$ cat src/rtl/pipe_pkg.sv
// Shared pipeline definitions: redirect-kind encoding and default vectors
// used by the fetch PC, the hazard unit and CP0.
package pipe_pkg;

   localparam int unsigned INSTR_BYTES_DEF = 4;
   localparam logic [31:0] EXC_VECTOR_DEF  = 32'h0000_0180;

   typedef enum logic [1:0] {
      REDIRECT_NONE = 2'd0,
      REDIRECT_JMP  = 2'd1,
      REDIRECT_BR   = 2'd2
   } redirect_kind_e;

   typedef enum logic {
      HOLD_IDLE = 1'b0,
      HOLD_HELD = 1'b1
   } hold_state_e;

endpackage

$ cat src/rtl/pc_redirect_hold.sv
// Pending-redirect register for the fetch PC: captures jump/branch requests
// that arrive during a stall and holds them until the stall releases.
module pc_redirect_hold
   import pipe_pkg::*;
#(
   parameter int unsigned DATA_SIZE = 32
) (
   input  logic                 clk,
   input  logic                 rst,
   input  logic                 stall,
   input  logic                 exc,
   input  logic                 br_taken,
   input  logic [DATA_SIZE-1:0] br_target,
   input  logic                 jmp,
   input  logic [DATA_SIZE-1:0] jmp_target,
   output logic                 pend_valid,
   output logic [DATA_SIZE-1:0] pend_target
);

   hold_state_e          state_q, state_d;
   redirect_kind_e       kind_q, kind_d;
   logic [DATA_SIZE-1:0] target_q, target_d;

   // Any unstalled edge consumes the entry (applied or squashed by a newer branch).
   always_comb begin
      state_d  = state_q;
      kind_d   = kind_q;
      target_d = target_q;
      if (exc || !stall) begin
         state_d  = HOLD_IDLE;
         kind_d   = REDIRECT_NONE;
         target_d = '0;
      end else if (br_taken) begin
         state_d  = HOLD_HELD;
         kind_d   = REDIRECT_BR;
         target_d = br_target;
      end else if (jmp && (kind_q != REDIRECT_BR)) begin
         state_d  = HOLD_HELD;
         kind_d   = REDIRECT_JMP;
         target_d = jmp_target;
      end
   end

   always_ff @(posedge clk) begin
      if (rst) begin
         state_q  <= HOLD_IDLE;
         kind_q   <= REDIRECT_NONE;
         target_q <= '0;
      end else begin
         state_q  <= state_d;
         kind_q   <= kind_d;
         target_q <= target_d;
      end
   end

   assign pend_valid  = (state_q == HOLD_HELD);
   assign pend_target = target_q;

endmodule

$ cat src/rtl/pc_unit.sv
// Fetch-stage program counter: priority mux of exception, branch, pending,
// jump and sequential sources, with stall hold and target alignment check.
module pc_unit
   import pipe_pkg::*;
#(
   parameter int unsigned          DATA_SIZE    = 32,
   parameter int unsigned          INSTR_BYTES  = INSTR_BYTES_DEF,
   parameter logic [DATA_SIZE-1:0] RESET_VECTOR = '0,
   parameter logic [DATA_SIZE-1:0] EXC_VECTOR   = DATA_SIZE'(EXC_VECTOR_DEF)
) (
   input  logic                 CLK,
   input  logic                 RST,
   input  logic                 STALL,
   input  logic                 JMP,
   input  logic [DATA_SIZE-1:0] JMP_TARGET,
   input  logic                 BR_TAKEN,
   input  logic [DATA_SIZE-1:0] BR_TARGET,
   input  logic                 EXC,
   output logic [DATA_SIZE-1:0] PC_out,
   output logic [DATA_SIZE-1:0] PC_plus,
   output logic                 PC_valid,
   output logic                 REDIRECT,
   output logic                 MISALIGN,
   output logic                 PENDING
);

   localparam logic [DATA_SIZE-1:0] INCR       = DATA_SIZE'(INSTR_BYTES);
   localparam logic [DATA_SIZE-1:0] ALIGN_MASK = DATA_SIZE'(INSTR_BYTES - 1);

   logic [DATA_SIZE-1:0] pc_q, pc_d;
   logic                 valid_q, valid_d;
   logic                 redirect_q, redirect_d;
   logic                 misalign_q, misalign_d;
   logic                 pend_valid;
   logic [DATA_SIZE-1:0] pend_target;
   logic                 take_target;
   logic [DATA_SIZE-1:0] target;

   pc_redirect_hold #(
      .DATA_SIZE (DATA_SIZE)
   ) u_hold (
      .clk         (CLK),
      .rst         (RST),
      .stall       (STALL),
      .exc         (EXC),
      .br_taken    (BR_TAKEN),
      .br_target   (BR_TARGET),
      .jmp         (JMP),
      .jmp_target  (JMP_TARGET),
      .pend_valid  (pend_valid),
      .pend_target (pend_target)
   );

   // The first edge out of reset holds RESET_VECTOR instead of incrementing.
   always_comb begin
      pc_d        = pc_q;
      valid_d     = 1'b1;
      redirect_d  = 1'b0;
      misalign_d  = 1'b0;
      take_target = 1'b0;
      target      = pc_q;
      if (EXC) begin
         pc_d       = EXC_VECTOR;
         redirect_d = 1'b1;
      end else if (!STALL) begin
         if (BR_TAKEN) begin
            take_target = 1'b1;
            target      = BR_TARGET;
         end else if (pend_valid) begin
            take_target = 1'b1;
            target      = pend_target;
         end else if (JMP) begin
            take_target = 1'b1;
            target      = JMP_TARGET;
         end else if (valid_q) begin
            pc_d = pc_q + INCR;
         end
         if (take_target) begin
            redirect_d = 1'b1;
            if ((target & ALIGN_MASK) != '0) begin
               pc_d       = EXC_VECTOR;
               misalign_d = 1'b1;
            end else begin
               pc_d = target;
            end
         end
      end
   end

   always_ff @(posedge CLK) begin
      if (RST) begin
         pc_q       <= RESET_VECTOR;
         valid_q    <= 1'b0;
         redirect_q <= 1'b0;
         misalign_q <= 1'b0;
      end else begin
         pc_q       <= pc_d;
         valid_q    <= valid_d;
         redirect_q <= redirect_d;
         misalign_q <= misalign_d;
      end
   end

   assign PC_out   = pc_q;
   assign PC_plus  = pc_q + INCR;
   assign PC_valid = valid_q;
   assign REDIRECT = redirect_q;
   assign MISALIGN = misalign_q;
   assign PENDING  = pend_valid;

endmodule

$ cat config.mk
export PLATFORM = sky130hd
export DESIGN_NAME = pc_unit
export DESIGN_NICKNAME = d
export VERILOG_FILES = /design/src/rtl/pipe_pkg.sv /design/src/rtl/pc_redirect_hold.sv /design/src/rtl/pc_unit.sv
export SDC_FILE = /design/constraint.sdc
export NUM_CORES = 1
export LEC_CHECK = 0
export ABC_AREA = 1
export CAP_MARGIN = 25
export CORE_AREA = 2 2 112 114
export DETAILED_ROUTE_END_ITERATION = 6
export DIE_AREA = 0 0 114 116
export PLACE_DENSITY = 0.68
export SLEW_MARGIN = 20
export SYNTH_ARGS = -nofsm -noshare
export SYNTH_HDL_FRONTEND = slang
export SYNTH_SLANG_ARGS = --single-unit
$ cat constraint.sdc
create_clock -name CLK -period 1.9 [get_ports CLK]
set_input_delay 0.38 -clock CLK [delete_from_list [all_inputs] [get_ports CLK]]
set_output_delay 0.38 -clock CLK [all_outputs]
set_load 0.05 [all_outputs]
After elaboration in Yosys (flattened, before gate mapping) --
Index checks and enable logic that the tools add are counted.
Operators by class: add/subtract/negate cells 1, reduce and logical (&&, ||, !) cells 14, equal/unequal tests 10, bitwise gates (word level) 2, mux-type cells 29
Operator list (count):
- $mux 32 | 13
- $add 32x3->32 const B | 1
- $reduce_bool 32->1 | 1
- $mux 9 | 2
- $mux 1 | 12
- $reduce_and 6->1 | 2
- $ne 7x6->1 const B | 1
- $ne 2x1->1 const B | 3
- $ne 3x1->1 const B | 2
- $ne 6x5->1 const B | 1
- $reduce_and 5->1 | 1
- $mux 2 | 2
- $ne 2x2->1 const B | 2
- $reduce_bool 2->1 | 2
- $reduce_or 2->1 | 2
- $reduce_or 4->1 | 1
- $ne 3x3->1 const B | 1
- $reduce_bool 3->1 | 1
- $reduce_or 3->1 | 1
- $not 1->1 | 2
- $logic_and 1x1->1 | 1
- $logic_not 1->1 | 1
- $logic_or 1x1->1 | 1
Word-level totals: bits of input ports 70, bits in registers 70, logic and storage cells 66

Depth between registers and ports, before layout --
Gate-level depths: netlist (run 1).
depth in word-level cells 10, depth in mapped cells 13

Cells and area by module --
From an unflattened synthesis (run 1), not the netlist that was laid out.
Unflattened totals: cell total of the unflattened synthesis 910, area, all modules 5132.4 µm²
Modules (own cells, without submodules):
- pc_unit | times used 1, sequential area each 700.7 µm², cells each 583, area each 3144.3 µm²
- pc_redirect_hold | times used 1, sequential area each 700.7 µm², cells each 327, area each 1988.2 µm²

Worst setup path after synthesis (run 1) --
No wires, ideal clock.
path type flip-flop to flip-flop, from register pc_q[2], in the netlist PC_out[2], to register pc_q[9], in the netlist PC_out[9], slack -0.788 ns, arrival time 2.618 ns, path buffers 0, cell stages (with the launch flop) 9, library setup time 0.070 ns, clock period less this slack 2.688 ns, cell sequence dfxtp_1 inv_1 nor2_4 nand2_4 xnor2_1 nand2_1 nand2_1 inv_1 a21oi_1
On the way: longest elaborated chain between the ends 6
RTL lines:
- from (decl) | line pc_unit.sv:30 | logic [DATA_SIZE-1:0] pc_q, pc_d;
- from (signal assigned) | line pc_unit.sv:97 | pc_q <= pc_d;
- $add 32x3->32
- via PC_plus[9] | line pc_unit.sv:20 | output logic [DATA_SIZE-1:0] PC_plus,
- $mux 32 | line pc_unit.sv:75 | end else if (valid_q) begin
- $mux 32 | line pc_unit.sv:72 | end else if (JMP) begin
- $mux 32 | line pc_unit.sv:69 | end else if (pend_valid) begin
- $mux 32 | line pc_unit.sv:66 | if (BR_TAKEN) begin
- $mux 32 | line pc_unit.sv:78 | if (take_target) begin
The timed path passes the listed nets, and every way through them passes these cells. The select of a mux whose other input is x is not followed. A chain may end at the register's enable or synchronous reset.

Final worst setup path (run 1) --
from register pc_q[2], in the netlist PC_out[2], to output PC_plus[31]
On the way: longest elaborated chain between the ends 1
RTL lines:
- $add 32x3->32 | line pc_unit.sv:105 | assign PC_plus = pc_q + INCR;
- to (decl) | line pc_unit.sv:20
No other way between the ends.

==> qor.txt, run 1 <==
Endpoints failing hold = 0
Met1 usage = 34.1%
CTS Hold Buffers Added = 0
GR peak layer = met2
Final WL = 17300 um
Register bit total from synthesis = 70
Fillcell total = 970
Nets = 1055
RD Place Congestion = 0.860
Flop pwr share = 34.3%
Clock Pin Slew Worst Setup and Hold Paths = 70 ps
Failing checks = negative setup slack
Syn nets = 844
Setup violators final = 25
CP max-delay cell = dfxtp_4
Root Driver = clkbuf_16
RSZ-0062 raised after global routing = true
CP max stage delay = 370 ps
Detailed-router iteration count before antenna repair = 6
CP arrival = 1820 ps
Relative slew slack = 66.2%
R2R setup slack = 90 ps
Number of global-route vias before repair = 5528
Initial core utilization = 39.3%
Critical setup path kind = reg -> out
Hold wc startpoint = u_hold.pend_target[18]
Syn_area_per_cell = 6.06 sq um
Crit share post-route = 116%
Die area = 13200 sq um
Clk_lat worst skew = 340 ps
R2r endpoint = PC_out[16]
Yosys warns = 0
Area Growth Syn to Fin = 70.9%
Area of the multi-input gates = 3350 sq um
Crit path max fanout = 4
CP Cell Sequence = buf_6 -> clkinvlp_4 -> nor2_4 -> buf_6 -> nand2_4 -> nor2_4 -> nand3b_1 -> nand2_4 -> buf_12
Status = complete, but fails checks
Antenna cells = 0
Synth area leader = dfxtp_1
Min cycle time layout = 2200 ps
Setup ws final = -299 ps
Actual slew at the worst max-slew pin = 505 ps
First-pass GRT wire length = 26900 um
Post-DP HPWL = 12300 um
Reg2reg start = PC_out[2]
Share of post-route cells with drive strength above 1 = 34.0%
Comb power frac = 28.7%
Port Buf Inserts = 137
Switching share of power = 32.6%
Starting DRT DRC Count = 346
Final cell count without fillers = 1136
DR vias = 5813
Die height = 116 um
CTS tree = done
Post-Syn Area = 4680 sq um
Worst hold path cell count = 2
Routed len/inst = 15.2 um
Global Route Usage Sum = 25.4%
Pwr Total = 4.61 mW
Grt ovf = 0
Lkg Pwr = 3.53 nW
FMAX = 455 MHz
Reg2Reg Depth = 12
Final Max Tran Viols = 0
Clock power share = 37.0%
Reg area = 1490 sq um
Switching power = 1.50 mW
Max clock buf depth = 2
Synth cell types = 31
# clock sinks = 70
Max_cap viols = 0
Initial antenna violation count = 0
Largest net degree at the start of global routing = 39
P_int = 3.11 mW
Peak supply drop = 0.448 mV
Overall die width = 114 um
Placed insts = 1074
CTS H-tree lvls = 3
Seq/Total Area, Yosys = 29.9%
Largest cells by area after synthesis = dfxtp_1, nand2_1, nand3_1, nor2_1, inv_1
Pwr dens = 576 nW/um^2
Worst Hold End = u_hold.pend_target[18]
Startpoint types = flop
Final ANT Viol Nets = 0
Met2 Use GR = 42.1%
Detailed-route DRC error count = 0
Top cell type's share of synthesized area = 29.9%
Via/cell ratio = 5.12
Num CTS Buffers = 9
Met3 GRT Util = 3.71%
Ports = 138
Core ar. = 11900 sq um
Hold WS = 448 ps
Setup Skew = 10.3 ps
Hold/Removal Path Class = reg -> reg
Worst EP required = 1520 ps
Site row count = 40
Post-Syn Instances = 773
Fin Setup TNS = -4750 ps
CP endpoint kind = output port
cell usage after synthesis:
library cell / number
buf_2: 14
and2_1: 4
nand2_1: 292
nand2_2: 6
nor3_1: 4
buf_6: 4
nand3_1: 58
o21ai_0: 40
nand2_4: 4
o211ai_1: 7
buf_4: 6
ha_1: 1
xor2_2: 2
a21oi_1: 37
clkbuf_1: 8
nand3_4: 1
xnor2_1: 3
a21oi_4: 1
nor2_4: 7
a311oi_1: 9
inv_2: 7
inv_1: 67
clkbuf_2: 2
dfxtp_1: 70
xor2_1: 3
nor2_1: 72
nand4_1: 2
nand3b_1: 12
nor2_2: 8
a31oi_1: 21
o21ai_2: 1
power by group through the flow:
stage	combinational, mW	sequential, mW	clock (mW)
CTS	1.29	1.57	1.73
detailed placement	1.23	1.62	0
global placement	1.22	1.62	0
global route	1.42	1.58	1.77
floorplan	0.554	1.73	0
finish	1.33	1.58	1.71
per-layer routing:
| layer | wire [um] | part of all wire [%] |
|---|---|---|
| met3 | 1190 | 6.9 |
| met2 | 8190 | 47 |
| met4 | 428 | 2.5 |
| met1 | 7490 | 43 |
| met5 | 0 | 0 |
worst max-delay path, delay by kind of cell (launching register included):
family | cells | cell delay [ps]
flip-flops | 1 | 370
AND/OR/NAND/NOR | 5 | 630
buffers and inverters | 4 | 470
cells in the final DEF, fill, tap and decap left out, drive strengths merged, types with 12 or more instances in the layout:
master | synthesis | routed
a31oi | 21 | 21
nand3b | 12 | 12
a21oi | 38 | 38
inv | 74 | 74
o21ai | 41 | 41
nand2 | 302 | 302
clkdlybuf4s50 | 0 | 70
dfxtp | 70 | 70
buf | 24 | 161
nor2 | 87 | 87
nand3 | 59 | 59
repair_timing:
action,CTS,global route
endpoints found under the hold margin,0,0
pin swaps,30,41
gates resized for setup,84,60
endpoints found under the setup margin,30,28
setup buffers,35,17
cell families after synthesis:
kind of cell             Yosys count  synth area share, %
buffers and inverters            108                 10.2
AO/OA/AOI/OAI                    116                 14.4
XOR/XNOR                           8                 1.82
adder cells (fa/ha/maj)            1                0.267
flip-flops                        70                 29.9
AND/OR/NAND/NOR                  470                 43.4
registers in the layout, indices dropped and copies added, names as in the netlist:
| register | cells |
|---|---|
| PC_valid | 1 |
| u_hold.pend_valid | 1 |
| REDIRECT | 1 |
| PC_out | 32 |
| u_hold.pend_target | 32 |
| u_hold.kind_q | 2 |
| MISALIGN | 1 |
per-stage QoR:
step	area (sq um)	worst slack (ps)	utilization [%]
after detailed placement	6910	-38.1	58.0
after global routing	8010	-357	67.2
after CTS	7720	-271	64.8
after global placement	6910	-16.4	58.0
after floorplan	4900	-148	-
final	8010	-299	67.2
worst max-delay path by stage:
stage | from | to | slack [ps]
6_report | PC_out[2] | PC_plus[31] | -300
5_1_grt | PC_out[2] | PC_plus[19] | -360
4_1_cts | PC_out[2] | PC_plus[27] | -270
3_5_place_dp | JMP | PC_out[13] | -40
3_3_place_gp | JMP | PC_out[27] | -20
2_1_floorplan | PC_out[2] | PC_plus[9] | -150
area by class of cell:
type / instances / area share, %
sequential: 70 / 18.6
tap: 147 / 2.30
multi-input combinational: 595 / 41.8
timing repair buffer: 234 / 30.0
inverter: 74 / 3.55
clock inverter: 7 / 0.922
clock buffer: 9 / 2.81
Power figures use the tool's default switching activity.
==> run 2: changes to the inputs <==
==> constraint.sdc (replaced) <==
create_clock -name CLK -period 2.15 [get_ports CLK]
set_input_delay 0.5375 -clock CLK [delete_from_list [all_inputs] [get_ports CLK]]
set_output_delay 0.5375 -clock CLK [all_outputs]
set_load 0.05 [all_outputs]
==> run 2 against run 1 <==
  * The flow still finishes with violations (negative setup slack)
  * Combinational power is 17% lower
  * Critical path depth is 2 lower
  * Die area stayed put
  * Cell count is 2.9% lower
  * Sequential share of layout area is 0.69 points higher
  * Wire length is 5.1% lower
  * Sequential power is 11% lower
  * Global-route usage is 1.4 points lower
  * Non-clock buffer count is 33 lower
  * Utilization is 2.8 points lower
  * Count of clock-buffer cells in the layout is 3 higher
  * Largest power group unchanged
==> qor.txt, run 2 (synthesis gave the netlist of run 1 again) <==
Status = complete, but fails checks (unchanged)
Failing checks = negative setup slack (unchanged)
# clock sinks = 70 (unchanged)
CTS tree = done (unchanged)
CP Cell Sequence = clkinvlp_4 -> nor2_4 -> nand2_4 -> nor2_4 -> nand2_2 -> and2_4 -> buf_12 (was buf_6 -> clkinvlp_4 -> nor2_4 -> buf_6 -> nand2_4 -> nor2_4 -> nand3b_1 -> nand2_4 -> buf_12)
Die height = 116 um (unchanged)
Reg area = 1480 sq um (was 1490 sq um)
Via/cell ratio = 5.16 (was 5.12)
Clock power share = 38.5% (was 37.0%)
Share of post-route cells with drive strength above 1 = 28.0% (was 34.0%)
Detailed-router iteration count before antenna repair = 7 (was 6)
Most common cell after layout, fill and taps aside = nand2_1 (unchanged)
Most used cell, CP = nor2_4
Final WL = 16400 um (was 17300 um)
Crit share post-route = 105%
Overall die width = 114 um (unchanged)
Area Growth Syn to Fin = 63.9% (was 70.9%)
Setup Skew = 10.5 ps (was 10.3 ps)
Final cell count without fillers = 1103 (was 1136)
First-pass GRT wire length = 25400 um (was 26900 um)
Detailed-route DRC error count = 0 (unchanged)
Worst EP required = 1610 ps (was 1520 ps)
FMAX = 442 MHz
Commonest cells after routing, fill and taps aside = nand2_1, clkdlybuf4s50_1, buf_4 (was nand2_1, buf_4, clkdlybuf4s50_1)
Met2 wire length = 7620 um (was 8190 um)
Actual slew at the worst max-slew pin = 529 ps (was 505 ps)
Fillcell total = 1022 (was 970)
Max_cap viols = 0 (unchanged)
Initial antenna violation count = 0 (unchanged)
Num CTS Buffers = 9 (unchanged)
RSZ-0062 raised after global routing = true (unchanged)
CP max stage delay = 380 ps (was 370 ps)
Hold/Removal Path Class = reg -> reg (unchanged)
Number of global-route vias before repair = 5108 (was 5528)
Comb power frac = 26.9% (was 28.7%)
Final Max Tran Viols = 0 (unchanged)
Max clock buf depth = 2 (unchanged)
Setup violators final = 18 (was 25)
CTS H-tree lvls = 3 (unchanged)
Top Layer Used = met4 (unchanged)
Post-DP HPWL = 12000 um (was 12300 um)
CTS Hold Buffers Added = 0 (unchanged)
CP arrival = 1720 ps (was 1820 ps)
Global Route Usage Sum = 24.0% (was 25.4%)
Wire length on met3 = 1120 um (was 1190 um)
P_int = 2.82 mW (was 3.11 mW)
Pre-CTS WS = 72.9 ps (was -38.1 ps)
Largest net degree at the start of global routing = 45 (was 39)
Pwr dens = 530 nW/um^2 (was 576 nW/um^2)
Startpoint types = flop (unchanged)
DR vias = 5695 (was 5813)
Endpoints failing hold = 0 (unchanged)
Hold WS = 449 ps (was 448 ps)
Area of the multi-input gates = 3270 sq um (was 3350 sq um)
Site row count = 40 (unchanged)
Routed len/inst = 14.9 um (was 15.2 um)
Clock Pin Slew Worst Setup and Hold Paths = 60 ps (was 70 ps)
Ports = 138 (unchanged)
Final ANT Viol Nets = 0 (unchanged)
Nets = 1022 (was 1055)
CP endpoint kind = output port (unchanged)
Root Driver = clkbuf_16 (unchanged)
Flop pwr share = 34.6% (was 34.3%)
Clk_lat worst skew = 330 ps (was 340 ps)
Port Buf Inserts = 137 (unchanged)
Final Util = 64.4% (was 67.2%)
Peak supply drop = 0.403 mV (was 0.448 mV)
Lkg Pwr = 3.34 nW (was 3.53 nW)
RD Place Congestion = 0.926 (was 0.860)
Switching share of power = 30.7% (was 32.6%)
Grt ovf = 0 (unchanged)
Antenna cells = 0 (unchanged)
Relative slew slack = 64.9% (was 66.2%)
Placed insts = 1055 (was 1074)
Min cycle time layout = 2260 ps
Switching power = 1.25 mW (was 1.50 mW)
Core ar. = 11900 sq um (unchanged)
Crit path max fanout = 5 (was 4)
M1 wire length = 7290 um (was 7490 um)
Critical setup path kind = reg -> out (unchanged)
Setup ws final = -112 ps (was -299 ps)
Die area = 13200 sq um (unchanged)
CP max-delay cell = dfxtp_4 (unchanged)
Fin Setup TNS = -1210 ps (was -4750 ps)
Starting DRT DRC Count = 414 (was 346)
Initial core utilization = 39.3% (unchanged)
run 2: final timing paths:
path	depth (start not counted)	end	slack, ps	start
max	7	PC_plus[11]	-110	PC_out[2]
max reg2reg	11	PC_out[11]	430	PC_out[2]
min	2	u_hold.pend_target[18]	450	u_hold.pend_target[18]
min reg2reg	2	u_hold.pend_target[18]	450	u_hold.pend_target[18]
run 2: what timing repair did:
| item | 4_1_cts | 5_1_grt |
|---|---|---|
| pin swaps | 16 | 37 |
| endpoints found under the hold margin | 0 | 0 |
| cloned | 0 | 0 |
| buffers inserted | 12 | 21 |
| gates resized for setup | 52 | 85 |
| setup endpoints to repair | 25 | 26 |
run 2: per-layer routing:
layer,up-vias,track usage [%]
met2,257,36.9
met1,2559,33.8
met3,34,4.08
li1,2845,-
met4,0,9.02
met5,-,0
run 2: area by class of cell:
type                            instances  share of cell area, %
Clock buffer                           12                   3.08
Clock inverter                          4                  0.946
Inverter                               74                   3.73
Multi-Input combinational cell        595                   42.6
Sequential cell                        70                   19.3
Tap cell                              147                   2.40
Timing Repair Buffer                  201                   28.0
run 2: worst max-delay path: cells and delay by family (launching register included):
family                 cells  cell delay [ps]
buffers and inverters      2              250
flip-flops                 1              380
AND/OR/NAND/NOR            5              760
run 2: through the flow:
step	area, sq um	power (mW)
2_1_floorplan	4820	2.01
3_3_place_gp	6700	2.47
5_1_grt	7670	4.24
3_5_place_dp	6700	2.47
4_1_cts	7230	4.04
6_report	7670	4.07
run 2: power groups by stage:
stage | registers (mW) | logic, mW | clock network, mW
2_1_floorplan | 1.53 | 0.483 | 0
3_3_place_gp | 1.44 | 1.03 | 0
3_5_place_dp | 1.44 | 1.04 | 0
4_1_cts | 1.41 | 1.05 | 1.58
5_1_grt | 1.41 | 1.18 | 1.65
6_report | 1.41 | 1.10 | 1.57
==> run 3: changes to the inputs <==
Settings changed: ABC_AREA 1 to 0, CORE_AREA 2 2 112 114 to 2 2 109 111, DIE_AREA 0 0 114 116 to 0 0 111 113, PLACE_DENSITY 0.68 to 0.69.
==> run 3 against run 2 <==
  * The flow still finishes with violations (negative setup slack)
  * Sequential cell count did not move
  * Hold slack improved by 26 ps
  * Count of clock-buffer cells in the layout down 2
  * Cell count is 9.3% lower
  * Utilization increased by 10 points
  * Clock skew is 1.6 ps lower
  * Synthesized area decreased by 4.8%
  * Combinational power decreased by 4%
  * Sequential share of layout area fell by 1.4 points
  * Critical path depth down 2
  * Largest power group unchanged
==> qor.txt, run 3 <==
Most frequent cell after synthesis = nand2_1 (unchanged)
Via/cell ratio = 5.90 (was 5.16)
Actual slew at the worst max-slew pin = 513 ps (was 529 ps)
Min cycle time layout = 2620 ps (was 2260 ps)
Status = complete, but fails checks (unchanged)
Grt ovf = 0 (unchanged)
Max clock buf depth = 2 (unchanged)
Lkg Pwr = 3.41 nW (was 3.34 nW)
Die height = 113 um (was 116 um)
Seq/Total Area, Yosys = 31.4% (was 29.9%)
Clk_lat worst skew = 340 ps (was 330 ps)
Post-DP HPWL = 13700 um (was 12000 um)
Setup Skew = 8.86 ps (was 10.5 ps)
Nets = 923 (was 1022)
Detailed-router iteration count before antenna repair = 5 (was 7)
Largest net degree at the start of global routing = 45 (unchanged)
Syn nets = 683 (was 844)
Routed len/inst = 19.3 um (was 14.9 um)
Worst EP required = 1610 ps (about the same)
Starting DRT DRC Count = 383 (was 414)
CP endpoint kind = output port (unchanged)
Endpoints failing hold = 0 (unchanged)
Post-Syn Instances = 612 (was 773)
Met2 Use GR = 51.5% (was 36.9%)
Syn_area_per_cell = 7.29 sq um (was 6.06 sq um)
Clock Pin Slew Worst Setup and Hold Paths = 60 ps (about the same)
GR peak layer = met2 (unchanged)
RSZ-0062 raised after global routing = true (unchanged)
CP max stage delay = 540 ps (was 380 ps)
Hold WS = 475 ps (was 449 ps)
CTS Hold Buffers Added = 0 (unchanged)
Max_cap viols = 0 (unchanged)
Synth cell types = 57 (was 31)
Area Growth Syn to Fin = 88.0% (was 63.9%)
Register bit total from synthesis = 70 (unchanged)
Largest cells by area after synthesis = dfxtp_1, nand2_1, a21oi_1, a311oi_1, o21ai_0 (was dfxtp_1, nand2_1, nand3_1, nor2_1, inv_1)
Number of flops mapped to enable cells by yosys = 0 (unchanged)
Top cell type's share of synthesized area = 31.4% (was 29.9%)
CP arrival = 2080 ps (was 1720 ps)
Crit share post-route = 122% (was 105%)
First-pass GRT wire length = 30000 um (was 25400 um)
Placed insts = 955 (was 1055)
CTS H-tree lvls = 3 (unchanged)
Ports = 138 (unchanged)
Pwr dens = 465 nW/um^2 (was 530 nW/um^2)
Final cell count without fillers = 1000 (was 1103)
Root Driver = clkbuf_16 (unchanged)
Yosys warns = 0 (unchanged)
Site row count = 39 (was 40)
Commonest cells in the netlist = nand2_1, dfxtp_1, a21oi_1 (was nand2_1, nor2_1, dfxtp_1)
CP max-delay cell = or4b_4 (was dfxtp_4)
Core ar. = 11300 sq um (was 11900 sq um)
Buffers & Inverters on Critical Path = 1 (was 2)
Most common cell after layout, fill and taps aside = buf_4 (was nand2_1)
Number of global-route vias before repair = 5777 (was 5108)
Crit path max fanout = 3 (was 5)
Setup ws final = -467 ps (was -112 ps)
FMAX = 382 MHz (was 442 MHz)
Initial antenna violation count = 0 (unchanged)
Met1 usage = 36.7% (was 33.8%)
# clock sinks = 70 (unchanged)
Detailed-route DRC error count = 0 (unchanged)
Hold/Removal Path Class = reg -> reg (unchanged)
Die area = 12500 sq um (was 13200 sq um)
Pre-CTS WS = -488 ps (was 72.9 ps)
Commonest cells after routing, fill and taps aside = buf_4, nand2_1, clkdlybuf4s50_1 (was nand2_1, clkdlybuf4s50_1, buf_4)
Setup violators final = 24 (was 18)
Post-synth ARST share = 0% (unchanged)
Relative slew slack = 65.7% (was 64.9%)
Met3 GRT Util = 4.07% (was 4.08%)
Top FF cell, synth = dfxtp_1 (unchanged)
RD Place Congestion = 0.890 (was 0.926)
Critical setup path kind = reg -> out (unchanged)
CP top delay family = simple AND/OR/NAND/NOR gates (unchanged)
Overall die width = 111 um (was 114 um)
Failing checks = negative setup slack (unchanged)
Startpoint types = flop (unchanged)
Peak supply drop = 0.488 mV (was 0.403 mV)
Pwr Total = 3.89 mW (was 4.07 mW)
Global Route Usage Sum = 29.8% (was 24.0%)
DR vias = 5903 (was 5695)
CTS tree = done (unchanged)
Final ANT Viol Nets = 0 (unchanged)
Antenna cells = 0 (unchanged)
Fin Setup TNS = -6320 ps (was -1210 ps)
Share of post-route cells with drive strength above 1 = 38.4% (was 28.0%)
Final WL = 19300 um (was 16400 um)
Final Max Tran Viols = 0 (unchanged)
Num CTS Buffers = 9 (unchanged)
Initial core utilization = 39.6% (was 39.3%)
CP Cell Sequence = nand4_1 -> nor3_4 -> or4b_4 -> xnor2_4 -> buf_12 (was clkinvlp_4 -> nor2_4 -> nand2_4 -> nor2_4 -> nand2_2 -> and2_4 -> buf_12)
Port Buf Inserts = 137 (unchanged)
Synth area leader = dfxtp_1 (unchanged)
Post-Syn Area = 4460 sq um (was 4680 sq um)
run 3: cell types whose count changed after synthesis, sizes merged, moves of 12 or more:
cell	before	now
nand3	59	36
a21oi	38	56
inv	74	8
nand2	302	107
a311oi	9	21
nor2	87	38
xnor2	3	20
or3	0	12
clkbuf	10	38
run 3: stage by stage:
step | cell area, sq um | util [%]
after detailed placement | 7450 | 66.1
after global routing | 8380 | 74.4
after global placement | 7450 | 66.1
final | 8380 | 74.4
after floorplan | 4970 | -
after CTS | 8070 | 71.6
run 3: repair_timing:
| item | CTS | global route |
|---|---|---|
| pin swaps | 19 | 26 |
| cloned | 0 | 0 |
| gates resized for setup | 44 | 36 |
| buffers inserted | 12 | 20 |
| setup endpoints to repair | 31 | 43 |
run 3: cell type report:
| cell class | count | area, sq um |
|---|---|---|
| Clock inverter | 6 | 38.8 |
| Inverter | 8 | 30.0 |
| Tap cell | 143 | 179 |
| Clock buffer | 10 | 250 |
| Fill cell | 789 | 2890 |
| Multi-Input combinational cell | 480 | 3550 |
| Timing Repair Buffer | 283 | 2840 |
| Sequential cell | 70 | 1500 |
run 3: report_power, final:
group          total [mW]  switching (mW)  internal (mW)
sequential           1.36          0.0385           1.32
clock                1.48           0.621          0.856
combinational        1.06           0.585          0.472
total                3.89            1.24           2.65
run 3: kinds of logic after synthesis:
| logic type | Yosys count | share of synthesized area (%) |
|---|---|---|
| AOI/OAI and AO/OA | 182 | 26.5 |
| xor gates and xnor gates | 27 | 5.30 |
| adders and majority gates | 1 | 0.281 |
| buffers and inverters | 62 | 5.58 |
| DFF | 70 | 31.4 |
| muxes | 2 | 0.477 |
| and+or+nand+nor | 268 | 30.5 |
run 3: final timing paths:
kind / start / endpoint / slack [ps] / cells after the start
max reg2reg: PC_out[7] / PC_out[25] / -40 / 8
min reg2reg: u_hold.pend_target[11] / u_hold.pend_target[11] / 480 / 2
max: PC_out[7] / PC_plus[19] / -470 / 5
min: u_hold.pend_target[11] / u_hold.pend_target[11] / 480 / 2
run 3: tightest hold or removal path, cell delays in order, from the launching register on:
cell	delay (ps)
dfxtp_1	310
nand2_1	50
a31oi_1	70
run 3: routing by layer:
layer  vias up  part of all wire [%]
li1       2727                     -
met3        56                   5.5
met4         0                   4.3
met2       287                    50
met1      2833                    40
met5         -                     0
